## src/rtl/read_burst_seq_pkg.sv

```systemverilog
// Shared state encoding and parameter checks for the read burst sequencer.
// One-hot states so outputs decode from single state bits.
package read_burst_pkg;

  localparam int I_IDLE = 0;
  localparam int I_READ = 1;
  localparam int I_DLY  = 2;
  localparam int I_DONE = 3;

  typedef enum logic [3:0] {
    IDLE = 4'b0001,
    READ = 4'b0010,
    DLY  = 4'b0100,
    DONE = 4'b1000
  } state_e;

  function automatic string state_name(state_e s);
    case (s)
      IDLE:    return "IDLE";
      READ:    return "READ";
      DLY:     return "DLY";
      DONE:    return "DONE";
      default: return "ILLEGAL";
    endcase
  endfunction

  function automatic bit max_retry_ok(int m);
    return m >= 1;
  endfunction

endpackage

```

## src/rtl/read_burst_seq_if.sv

```systemverilog
// Command-side and slave-side signals of the read burst sequencer.
// master drives commands and ws; slave is the sequencer.
interface read_burst_seq_if #(
  parameter int ADDR_W = 8,
  parameter int LEN_W  = 4
);
  logic              go;
  logic [LEN_W-1:0]  len;
  logic [ADDR_W-1:0] base_addr;
  logic              ws;
  logic              rd;
  logic              rs;
  logic [ADDR_W-1:0] addr;
  logic              busy;
  logic              done;
  logic              timeout;

  modport master (
    output go, len, base_addr, ws,
    input  rd, rs, addr, busy, done, timeout
  );

  modport slave (
    input  go, len, base_addr, ws,
    output rd, rs, addr, busy, done, timeout
  );
endinterface

```

## src/rtl/read_burst_seq_counter.sv

```systemverilog
// Address, remaining-beat and per-beat retry counters.
// Controls are mutually exclusive; load has priority.
module read_beat_counter
  import read_burst_pkg::*;
#(
  parameter int ADDR_W    = 8,
  parameter int LEN_W     = 4,
  parameter int MAX_RETRY = 3
) (
  input  logic              clk,
  input  logic              rst,
  input  logic              load,
  input  logic              beat_adv,
  input  logic              retry_inc,
  input  logic [LEN_W-1:0]  len,
  input  logic [ADDR_W-1:0] base_addr,
  output logic [ADDR_W-1:0] addr,
  output logic              last_beat,
  output logic              retry_exhausted
);

  localparam int RC_W = $clog2(MAX_RETRY + 1);
  localparam logic [RC_W-1:0] RC_MAX = RC_W'(MAX_RETRY);

  logic [ADDR_W-1:0] addr_q, addr_d;
  logic [LEN_W-1:0]  beats_q, beats_d;
  logic [RC_W-1:0]   retry_q, retry_d;

  always_comb begin
    addr_d  = addr_q;
    beats_d = beats_q;
    retry_d = retry_q;
    if (load) begin
      addr_d  = base_addr;
      beats_d = len;
      retry_d = '0;
    end else if (beat_adv) begin
      addr_d  = addr_q + ADDR_W'(1);
      beats_d = beats_q - LEN_W'(1);
      retry_d = '0;
    end else if (retry_inc) begin
      retry_d = retry_q + RC_W'(1);
    end
  end

  always_ff @(posedge clk) begin
    if (rst) begin
      addr_q  <= '0;
      beats_q <= '0;
      retry_q <= '0;
    end else begin
      addr_q  <= addr_d;
      beats_q <= beats_d;
      retry_q <= retry_d;
    end
  end

  assign addr            = addr_q;
  assign last_beat       = (beats_q == '0);
  assign retry_exhausted = (retry_q == RC_MAX);

endmodule

```

## src/rtl/read_burst_seq.sv

```systemverilog
// Read burst sequencer: LEN+1 read strobes with per-beat wait-state retry.
// FSM here; counters in read_beat_counter.
module read_burst_seq
  import read_burst_pkg::*;
#(
  parameter int ADDR_W    = 8,
  parameter int LEN_W     = 4,
  parameter int MAX_RETRY = 3
) (
  input logic            clk,
  input logic            rst,
  read_burst_seq_if.slave bus
);

  if (!max_retry_ok(MAX_RETRY)) begin : g_bad_retry
    $error("read_burst_seq: MAX_RETRY must be >= 1");
  end

  state_e state_q, state_d;
  logic   timeout_q, timeout_d;
  logic   load, beat_adv, retry_inc;
  logic   last_beat, retry_exhausted;

  always_comb begin
    state_d   = state_q;
    timeout_d = timeout_q;
    load      = 1'b0;
    beat_adv  = 1'b0;
    retry_inc = 1'b0;
    unique case (1'b1)
      state_q[I_IDLE]: begin
        timeout_d = 1'b0;
        if (bus.go) begin
          load    = 1'b1;
          state_d = READ;
        end
      end
      state_q[I_READ]: state_d = DLY;
      state_q[I_DLY]: begin
        if (bus.ws) begin
          if (retry_exhausted) begin
            timeout_d = 1'b1;
            state_d   = DONE;
          end else begin
            retry_inc = 1'b1;
            state_d   = READ;
          end
        end else if (last_beat) begin
          state_d = DONE;
        end else begin
          beat_adv = 1'b1;
          state_d  = READ;
        end
      end
      state_q[I_DONE]: begin
        timeout_d = 1'b0;
        state_d   = IDLE;
      end
      default: begin
        timeout_d = 1'b0;
        state_d   = IDLE;
      end
    endcase
  end

  always_ff @(posedge clk) begin
    if (rst) begin
      state_q   <= IDLE;
      timeout_q <= 1'b0;
    end else begin
      state_q   <= state_d;
      timeout_q <= timeout_d;
    end
  end

  read_beat_counter #(
    .ADDR_W   (ADDR_W),
    .LEN_W    (LEN_W),
    .MAX_RETRY(MAX_RETRY)
  ) u_cnt (
    .clk            (clk),
    .rst            (rst),
    .load           (load),
    .beat_adv       (beat_adv),
    .retry_inc      (retry_inc),
    .len            (bus.len),
    .base_addr      (bus.base_addr),
    .addr           (bus.addr),
    .last_beat      (last_beat),
    .retry_exhausted(retry_exhausted)
  );

  assign bus.rd      = state_q[I_READ];
  assign bus.rs      = state_q[I_READ] | state_q[I_DLY];
  assign bus.busy    = ~state_q[I_IDLE];
  assign bus.done    = state_q[I_DONE];
  assign bus.timeout = timeout_q;

endmodule

```

## src/flat_wrapper.sv

```systemverilog
// flat-port wrapper written by rule: the top's interface ports become plain ports
module read_burst_seq_flat import read_burst_pkg::*;
#(
  parameter int ADDR_W    = 8,
  parameter int LEN_W     = 4,
  parameter int MAX_RETRY = 3
)
  (clk, rst, bus_go, bus_len, bus_base_addr, bus_ws, bus_rd, bus_rs, bus_addr, bus_busy, bus_done, bus_timeout);
  read_burst_seq_if #(.ADDR_W(ADDR_W), .LEN_W(LEN_W)) bus_i ();
  input logic clk;
  input logic rst;
  input wire logic [$bits(bus_i.go)-1:0] bus_go;
  input wire logic [$bits(bus_i.len)-1:0] bus_len;
  input wire logic [$bits(bus_i.base_addr)-1:0] bus_base_addr;
  input wire logic [$bits(bus_i.ws)-1:0] bus_ws;
  output wire logic [$bits(bus_i.rd)-1:0] bus_rd;
  output wire logic [$bits(bus_i.rs)-1:0] bus_rs;
  output wire logic [$bits(bus_i.addr)-1:0] bus_addr;
  output wire logic [$bits(bus_i.busy)-1:0] bus_busy;
  output wire logic [$bits(bus_i.done)-1:0] bus_done;
  output wire logic [$bits(bus_i.timeout)-1:0] bus_timeout;
  assign bus_i.go = bus_go;
  assign bus_i.len = bus_len;
  assign bus_i.base_addr = bus_base_addr;
  assign bus_i.ws = bus_ws;
  assign bus_rd = bus_i.rd;
  assign bus_rs = bus_i.rs;
  assign bus_addr = bus_i.addr;
  assign bus_busy = bus_i.busy;
  assign bus_done = bus_i.done;
  assign bus_timeout = bus_i.timeout;
  read_burst_seq #(.ADDR_W(ADDR_W), .LEN_W(LEN_W), .MAX_RETRY(MAX_RETRY)) u_core (.clk(clk), .rst(rst), .bus(bus_i));
endmodule
```

## config.mk

```make
export PLATFORM = sky130hd
export DESIGN_NAME = read_burst_seq_flat
export DESIGN_NICKNAME = d
export VERILOG_FILES = /design/src/rtl/read_burst_seq_pkg.sv /design/src/rtl/read_burst_seq_if.sv /design/src/rtl/read_burst_seq_counter.sv /design/src/rtl/read_burst_seq.sv /design/src/flat_wrapper.sv
export SDC_FILE = /design/constraint.sdc
export NUM_CORES = 1
export LEC_CHECK = 0
export ABC_AREA = 1
export CAP_MARGIN = 0
export CORE_MARGIN = 2
export CORE_UTILIZATION = 35
export CTS_CLUSTER_DIAMETER = 120
export CTS_CLUSTER_SIZE = 14
export DETAILED_ROUTE_END_ITERATION = 12
export HOLD_SLACK_MARGIN = 0.1
export PLACE_DENSITY = 0.66
export SYNTH_ARGS = -nofsm -noshare
export SYNTH_HDL_FRONTEND = slang
export SYNTH_SLANG_ARGS = --single-unit
```

## constraint.sdc

```tcl
create_clock -name clk -period 2.2 [get_ports clk]
set_input_delay 0.44 -clock clk [delete_from_list [all_inputs] [get_ports clk]]
set_output_delay 0.44 -clock clk [all_outputs]
set_load 0.05 [all_outputs]
```

==> results of run 1 <==
stage by stage:
step                cells  cell area, um^2  total power [mW]  utilization, %  worst slack (ns)
floorplan             178             1157            0.6129               -            0.6495
global placement      249             1484            0.7085           47.82            0.4134
detailed placement    249             1484            0.7090           47.82            0.3727
CTS                   253             1510            0.8966           48.67            0.1050
global route          253             1510            0.9496           48.67           0.02858
finish                253             1510            0.8881           48.67            0.1062
worst paths after layout:
check / cells past startpoint / start / to / slack [ns]
min reg2reg: 2 / u_core.state_q[3] / u_core.state_q[3] / 0.47
max reg2reg: 7 / u_core.u_cnt.beats_q[0] / u_core.u_cnt.beats_q[1] / 0.81
min: 2 / u_core.state_q[3] / u_core.state_q[3] / 0.47
max: 1 / u_core.u_cnt.addr[2] / bus_addr[2] / 0.11
flip-flops by register name (all words and copies together) (netlist names):
name,cells
u_core.u_cnt.addr,8
u_core.state_q,4
u_core.u_cnt.beats_q,4
u_core.u_cnt.retry_q,2
u_core.bus.timeout,1
power groups by stage:
stage,Sequential (mW),Clock [mW],Combinational [mW]
2_1_floorplan,0.450,0,0.163
3_3_place_gp,0.407,0,0.301
4_1_cts,0.400,0.194,0.303
5_1_grt,0.404,0.210,0.336
6_report,0.400,0.187,0.301
3_5_place_dp,0.407,0,0.302
layer usage:
| layer | GRT usage, % | vias to the layer above | part of all wire [%] |
|---|---|---|---|
| met1 | 23.47 | 499 | 53 |
| li1 | - | 625 | - |
| met3 | 3.992 | 2 | 4.5 |
| met5 | 0 | - | 0 |
| met4 | 5.471 | 0 | 0.70 |
| met2 | 23.61 | 28 | 42 |
cells in the final DEF, fill, tap and decap left out, types with 2 or more instances in the layout:
master,Yosys,final
a21oi_1,5,5
buf_4,2,3
clkbuf_4,0,3
clkdlybuf4s50_1,0,28
dfxtp_1,19,19
ha_1,3,3
inv_1,20,20
inv_2,3,3
nand2_1,48,48
nand2_2,2,2
nand3_1,22,22
nor2_1,29,29
o21ai_0,10,10
xor2_1,2,2
synthesized netlist by cell type:
| master | count | share of area [%] |
|---|---|---|
| a21oi_1 | 5 | 2.2 |
| a21oi_2 | 1 | 0.76 |
| buf_2 | 1 | 0.43 |
| buf_4 | 2 | 1.3 |
| buf_6 | 1 | 0.97 |
| dfxtp_1 | 19 | 33 |
| ha_1 | 3 | 3.2 |
| inv_1 | 20 | 6.5 |
| inv_2 | 3 | 0.97 |
| inv_4 | 1 | 0.54 |
| nand2_1 | 48 | 16 |
| nand2_2 | 2 | 1.1 |
| nand2_4 | 1 | 0.97 |
| nand2_8 | 1 | 1.7 |
| nand3_1 | 22 | 9.5 |
| nand3_4 | 1 | 1.5 |
| nand4_1 | 1 | 0.54 |
| nor2_1 | 29 | 9.4 |
| nor2_4 | 1 | 0.97 |
| nor2_8 | 1 | 1.7 |
| nor3_1 | 1 | 0.43 |
| o21ai_0 | 10 | 4.3 |
| o21ai_1 | 1 | 0.43 |
| or2_2 | 1 | 0.54 |
| xor2_1 | 2 | 1.5 |
area by class of cell:
type,count,area (um^2)
Clock buffer,4,26.28
Sequential cell,19,380.4
Tap cell,44,55.05
Inverter,24,92.59
Fill cell,355,1593
Multi-Input combinational cell,131,653.1
Timing Repair Buffer,31,302.8
logic make-up after synthesis:
family          Yosys count
flops                    19
simple gates            109
xor+xnor                  2
compound gates           17
fa+ha+maj                 3
buf+inv                  28
==> results.sh, run 1 <==
export IMPL_comb_power_share_pct=33.9
export IMPL_cp_slowest_stage_delay_ns=0.85
export IMPL_crit_type="reg -> out"
export IMPL_ctsHtreeMaxLevel=1
export IMPL_wl_per_cell_um=10.75
export IMPL_rsz0062_at_grt="false"
export IMPL_gr_usage_all_layers_pct=16.27
export IMPL_yosys_area_share_simple_pct=44.00
export IMPL_cts_buffers_inserted=3
export IMPL_synthMuxAreaShare_pct=0
export IMPL_numClockSinks=19
export IMPL_grt_pass1_wl_um=4457
export IMPL_period_needed_ns=2.094
export IMPL_p_per_area_nw_per_um2=588.1
export IMPL_rows=20
export IMPL_path_cells="clkdlybuf4s50_1"
export IMPL_dieArea_um2=3783
export IMPL_status="finished clean"
export IMPL_clk_latency_ns=0.31
export IMPL_seqPwrFrac_pct=45.0
export IMPL_clockRootBuffer="clkbuf_4"
export IMPL_postSynthAreaPerCell_um2=6.502
export IMPL_cts_tree="done"
export IMPL_drv_slew=0
export IMPL_gp_congestion=0.8677
export IMPL_fp_dieW_um=61.51
export IMPL_endpoint_kind="primary output"
export IMPL_p_switching_uw=329.9
export IMPL_skew_ns=0.01387
export IMPL_setup_viol=0
export IMPL_maxCapViolCount=0
export IMPL_dr_first_iter_drc_count=68
export IMPL_path_buf_inv=1
export IMPL_nets=229
export IMPL_cpLargestDelayFamily="buffers and inverters"
export IMPL_fin_setup_tns_ns=0
export IMPL_drt_pre_antenna_iters=4
export IMPL_syn_num_nets=197
export IMPL_layout_area_overhead_vs_synth_pct=30.49
export IMPL_worst_ep_arrival_time_ns=1.65
export IMPL_drc=0
export IMPL_cts_hold_buf=0
export IMPL_hold_viol_final=0
export IMPL_synth_seq_cells=19
export IMPL_clockBufferDepth=2
export IMPL_dr_total_vias=1154
export IMPL_ys_seq_area_share_pct=32.86
export IMPL_synth_top_family_by_area="simple AND/OR/NAND/NOR gates"
export IMPL_power_switching_share_pct=37.15
export IMPL_yosys_warnings=0
export IMPL_synth_xor_area_share_pct=1.514
export IMPL_p_int_uw=558.2
export IMPL_crit_required_ns=1.76
export IMPL_start_util_pct=37.30
export IMPL_io_buffers=28
export IMPL_grt_pass1_vias=1014
export IMPL_slew_headroom_pct=66.64
export IMPL_fin_crit_sh_pct=95.17
export IMPL_yosysUniqueCellTypes=25
export IMPL_antenna_cells=0
export IMPL_wirelength_um=2719
export IMPL_ios=29
export IMPL_hold_slack_ns=0.4731
export IMPL_fp_dieH_um=61.51
export IMPL_p_leak_nw=0.6852
export IMPL_cts_repair_resized=0
export IMPL_fmaxAchievable_mhz=477.6
export IMPL_layout_drive_gt1_share_pct=9.091
export IMPL_synth_compound_area_share_pct=7.676
export IMPL_synth_cells=178
export IMPL_synth_area_um2=1157
export IMPL_antenna_left=0
export IMPL_critical_path_max_fanout=8
export IMPL_cts_clk_slew_worst_paths_ns=0.12
export IMPL_core_area_um2=3103
export IMPL_tightest_slew_ns=0.4988
export IMPL_hold_class="reg -> reg"
export IMPL_antenna_found_initial=0
export IMPL_dp_hpwl_um=2156
export IMPL_ir_drop_mv=0.3090
export IMPL_synth_adder_area_share_pct=3.243
export IMPL_clkPwrFrac_pct=21.0
export IMPL_cts_setup_buffers=0
export IMPL_grt_ovfl_total=0
export IMPL_viasPerCell=4.561
export IMPL_critPathSlowestCell="clkdlybuf4s50_1"
export IMPL_grt_max_degree=19
export IMPL_start_kind="flop"
Note: power is estimated with default switching activity, not from simulation.
==> run 2, diff against run 1 <==
--- a/config.mk
+++ b/config.mk
@@ -5,7 +5,7 @@
 export SDC_FILE = /design/constraint.sdc
 export NUM_CORES = 1
 export LEC_CHECK = 0
-export ABC_AREA = 1
+export ABC_AREA = 0
 export CAP_MARGIN = 0
 export CORE_MARGIN = 2
 export CORE_UTILIZATION = 35
@@ -13,7 +13,7 @@
 export CTS_CLUSTER_SIZE = 14
 export DETAILED_ROUTE_END_ITERATION = 12
 export HOLD_SLACK_MARGIN = 0.1
-export PLACE_DENSITY = 0.66
+export PLACE_DENSITY = 0.67
 export SYNTH_ARGS = -nofsm -noshare
 export SYNTH_HDL_FRONTEND = slang
 export SYNTH_SLANG_ARGS = --single-unit
==> run 2 against run 1 <==
Effect of this change: the flow now finishes with violations (DRC); design area down 8.0%; power down 6.8%; first-iteration DRC count down 75%; critical path type unchanged; non-clock buffer count unchanged; via count down 14%; critical endpoint unchanged; synthesized cell count down 35%; final cell count down 30%; largest cell class unchanged; clock skew about the same; count of clock-buffer cells in the layout down 1; sequential power about the same; synthesized area down 9.6%.
==> results.sh, run 2 <==
export IMPL_cts_repair_resized=0
export IMPL_min_delay_path_depth=2
export IMPL_wirelength_um=2384
export IMPL_crit_required_ns=1.76
export IMPL_slew_headroom_pct=66.41
export IMPL_start_util_pct=37.29
export IMPL_numClockSinks=19
export IMPL_cts_buffers_inserted=3
export IMPL_viasPerCell=5.621
export IMPL_cts_setup_buffers=0
export IMPL_synth_seq_cells=19
export IMPL_antenna_cells=0
export IMPL_core_area_um2=2805
export IMPL_gr_usage_all_layers_pct=15.00
export IMPL_synth_edf_count=0
export IMPL_final_common_cell="clkdlybuf4s50_1"
export IMPL_rr_endpoint="u_core.u_cnt.addr[6]"
export IMPL_tightest_slew_ns=0.5023
export IMPL_rrSetupSlack_ns=0.27
export IMPL_ff2ff_path_depth=6
export IMPL_yosys_warnings=0
export IMPL_violations="DRC"
export IMPL_gp_congestion=0.7640
export IMPL_worst_ep_arrival_time_ns=1.60
export IMPL_yosysUniqueCellTypes=42
export IMPL_ctsHtreeMaxLevel=1
export IMPL_drc=1
export IMPL_cts_hold_buf=0
export IMPL_fin_setup_tns_ns=0
export IMPL_netlist_top_cells_count="dfxtp_1, nor2_1, inv_1, o21ai_0"
export IMPL_hp_start="u_core.state_q[3]"
export IMPL_critical_path_max_fanout=7
export IMPL_yosysMostFrequentCell="dfxtp_1"
export IMPL_layout_area_overhead_vs_synth_pct=32.89
export IMPL_fin_crit_sh_pct=92.60
export IMPL_finalPower_uw=827.5
export IMPL_min_to="u_core.state_q[3]"
export IMPL_synth_largest_area_cell="dfxtp_1"
export IMPL_setup_viol=0
export IMPL_fp_dieW_um=58.67
export IMPL_critPathSlowestCell="clkdlybuf4s50_1"
export IMPL_hold_viol_final=0
export IMPL_final_cell_mix="clkdlybuf4s50_1, dfxtp_1, nor2_1"
export IMPL_fmaxAchievable_mhz=490.9
export IMPL_endpoint_kind="primary output"
export IMPL_period_needed_ns=2.037
export IMPL_fp_dieH_um=58.67
export IMPL_rsz0062_at_grt="false"
export IMPL_rows=19
export IMPL_wl_per_cell_um=13.47
export IMPL_final_core_util_pct=49.55
export IMPL_skew_ns=0.01407
export IMPL_grt_pass1_wl_um=3988
export IMPL_nets=166
export IMPL_start_kind="flop"
export IMPL_netlist_area_leader_share_pct=36.36
export IMPL_syn_num_nets=135
export IMPL_cpLargestDelayFamily="buffers and inverters"
export IMPL_antenna_left=0
export IMPL_path_cells="clkdlybuf4s50_1"
export IMPL_grt_ovfl_total=0
export IMPL_cp_slowest_stage_delay_ns=0.84
export IMPL_largest_reg_flops=8
export IMPL_ir_drop_mv=0.3350
export IMPL_path_buf_inv=1
export IMPL_ios=29
export IMPL_postSynthAreaPerCell_um2=9.017
export IMPL_async_flop_share_pct=0
export IMPL_clockBufferDepth=2
export IMPL_drt_pre_antenna_iters=8
export IMPL_dr_total_vias=995
export IMPL_ys_seq_area_share_pct=36.36
export IMPL_dieArea_um2=3442
export IMPL_p_leak_nw=0.5465
export IMPL_grt_max_degree=27
export IMPL_cts_tree="done"
export IMPL_drv_slew=0
export IMPL_layout_drive_gt1_share_pct=13.01
export IMPL_io_buffers=28
export IMPL_ys_flop_type="dfxtp_1"
export IMPL_maxCapViolCount=0
export IMPL_dp_hpwl_um=1743
export IMPL_yosys_top_cells_area="dfxtp_1, a311oi_2, nor2_1"
export IMPL_status="finished with violations"
export IMPL_clockRootBuffer="clkbuf_4"
export IMPL_r2r_start="u_core.u_cnt.beats_q[0]"
export IMPL_grt_pass1_vias=924
export IMPL_cts_clk_slew_worst_paths_ns=0.12
export IMPL_antenna_found_initial=0
export IMPL_synth_cells=116
export IMPL_hold_class="reg -> reg"
export IMPL_synth_area_um2=1046
export IMPL_dr_first_iter_drc_count=17
export IMPL_crit_type="reg -> out"
export IMPL_clk_latency_ns=0.31
export IMPL_p_per_area_nw_per_um2=595.3
run 2: power by group:
part / internal, mW / switching [mW]
combinational: 0.101 / 0.147
clock: 0.0678 / 0.113
sequential: 0.368 / 0.0302
run 2: worst max path at each step:
| stage | from | slack [ns] | depth (start not counted) | endpoint |
|---|---|---|---|---|
| after global routing | u_core.u_cnt.addr[2] | 0.07 | 1 | bus_addr[2] |
| after global placement | bus_ws | 0.22 | 4 | u_core.u_cnt.addr[6] |
| after CTS | u_core.u_cnt.addr[2] | 0.14 | 1 | bus_addr[2] |
| final | u_core.u_cnt.addr[2] | 0.16 | 1 | bus_addr[2] |
| after floorplan | u_core.u_cnt.addr[0] | 0.37 | 4 | u_core.u_cnt.addr[4] |
| after detailed placement | bus_ws | 0.18 | 4 | u_core.u_cnt.addr[6] |
run 2: layer usage:
metal	vias up	GRT usage (%)	wire length (um)
li1	511	-	-
met4	0	3.896	16
met5	-	0	0
met2	20	24.88	1161
met1	462	18.86	1097
met3	2	4.835	108
run 2: cell type report:
type                       count  area (um^2)
fill                         282         1415
clock buffer                   3        22.52
clock inverter                 1        5.005
timing repair buffer          31        300.3
inverter                       9        33.78
sequential                    19        380.4
multi-input combinational     83        609.3
tap                           31        38.79
run 2: cell families (layout without fill, tap and decap cells):
kind of cell | Yosys count | count (layout) | share of synthesized area (%)
AO/OA/AOI/OAI | 35 | 35 | 27.15
XOR/XNOR | 1 | 1 | 0.8375
adder cells (fa/ha/maj) | 3 | 3 | 3.589
buffers and inverters | 14 | 44 | 5.382
flip-flops | 19 | 19 | 36.36
multiplexers | 2 | 2 | 2.033
AND/OR/NAND/NOR | 42 | 42 | 24.64
run 2: per-stage QoR:
step | instances | hold WS (ns) | area, um^2 | setup slack [ns]
after CTS | 177 | 0.5085 | 1390 | 0.1371
after floorplan | 116 | 0.4870 | 1046 | 0.3657
after detailed placement | 173 | 0.4753 | 1363 | 0.1831
after global placement | 173 | 0.4697 | 1363 | 0.2214
after global routing | 177 | 0.5371 | 1390 | 0.07162
final | 177 | 0.5033 | 1390 | 0.1629
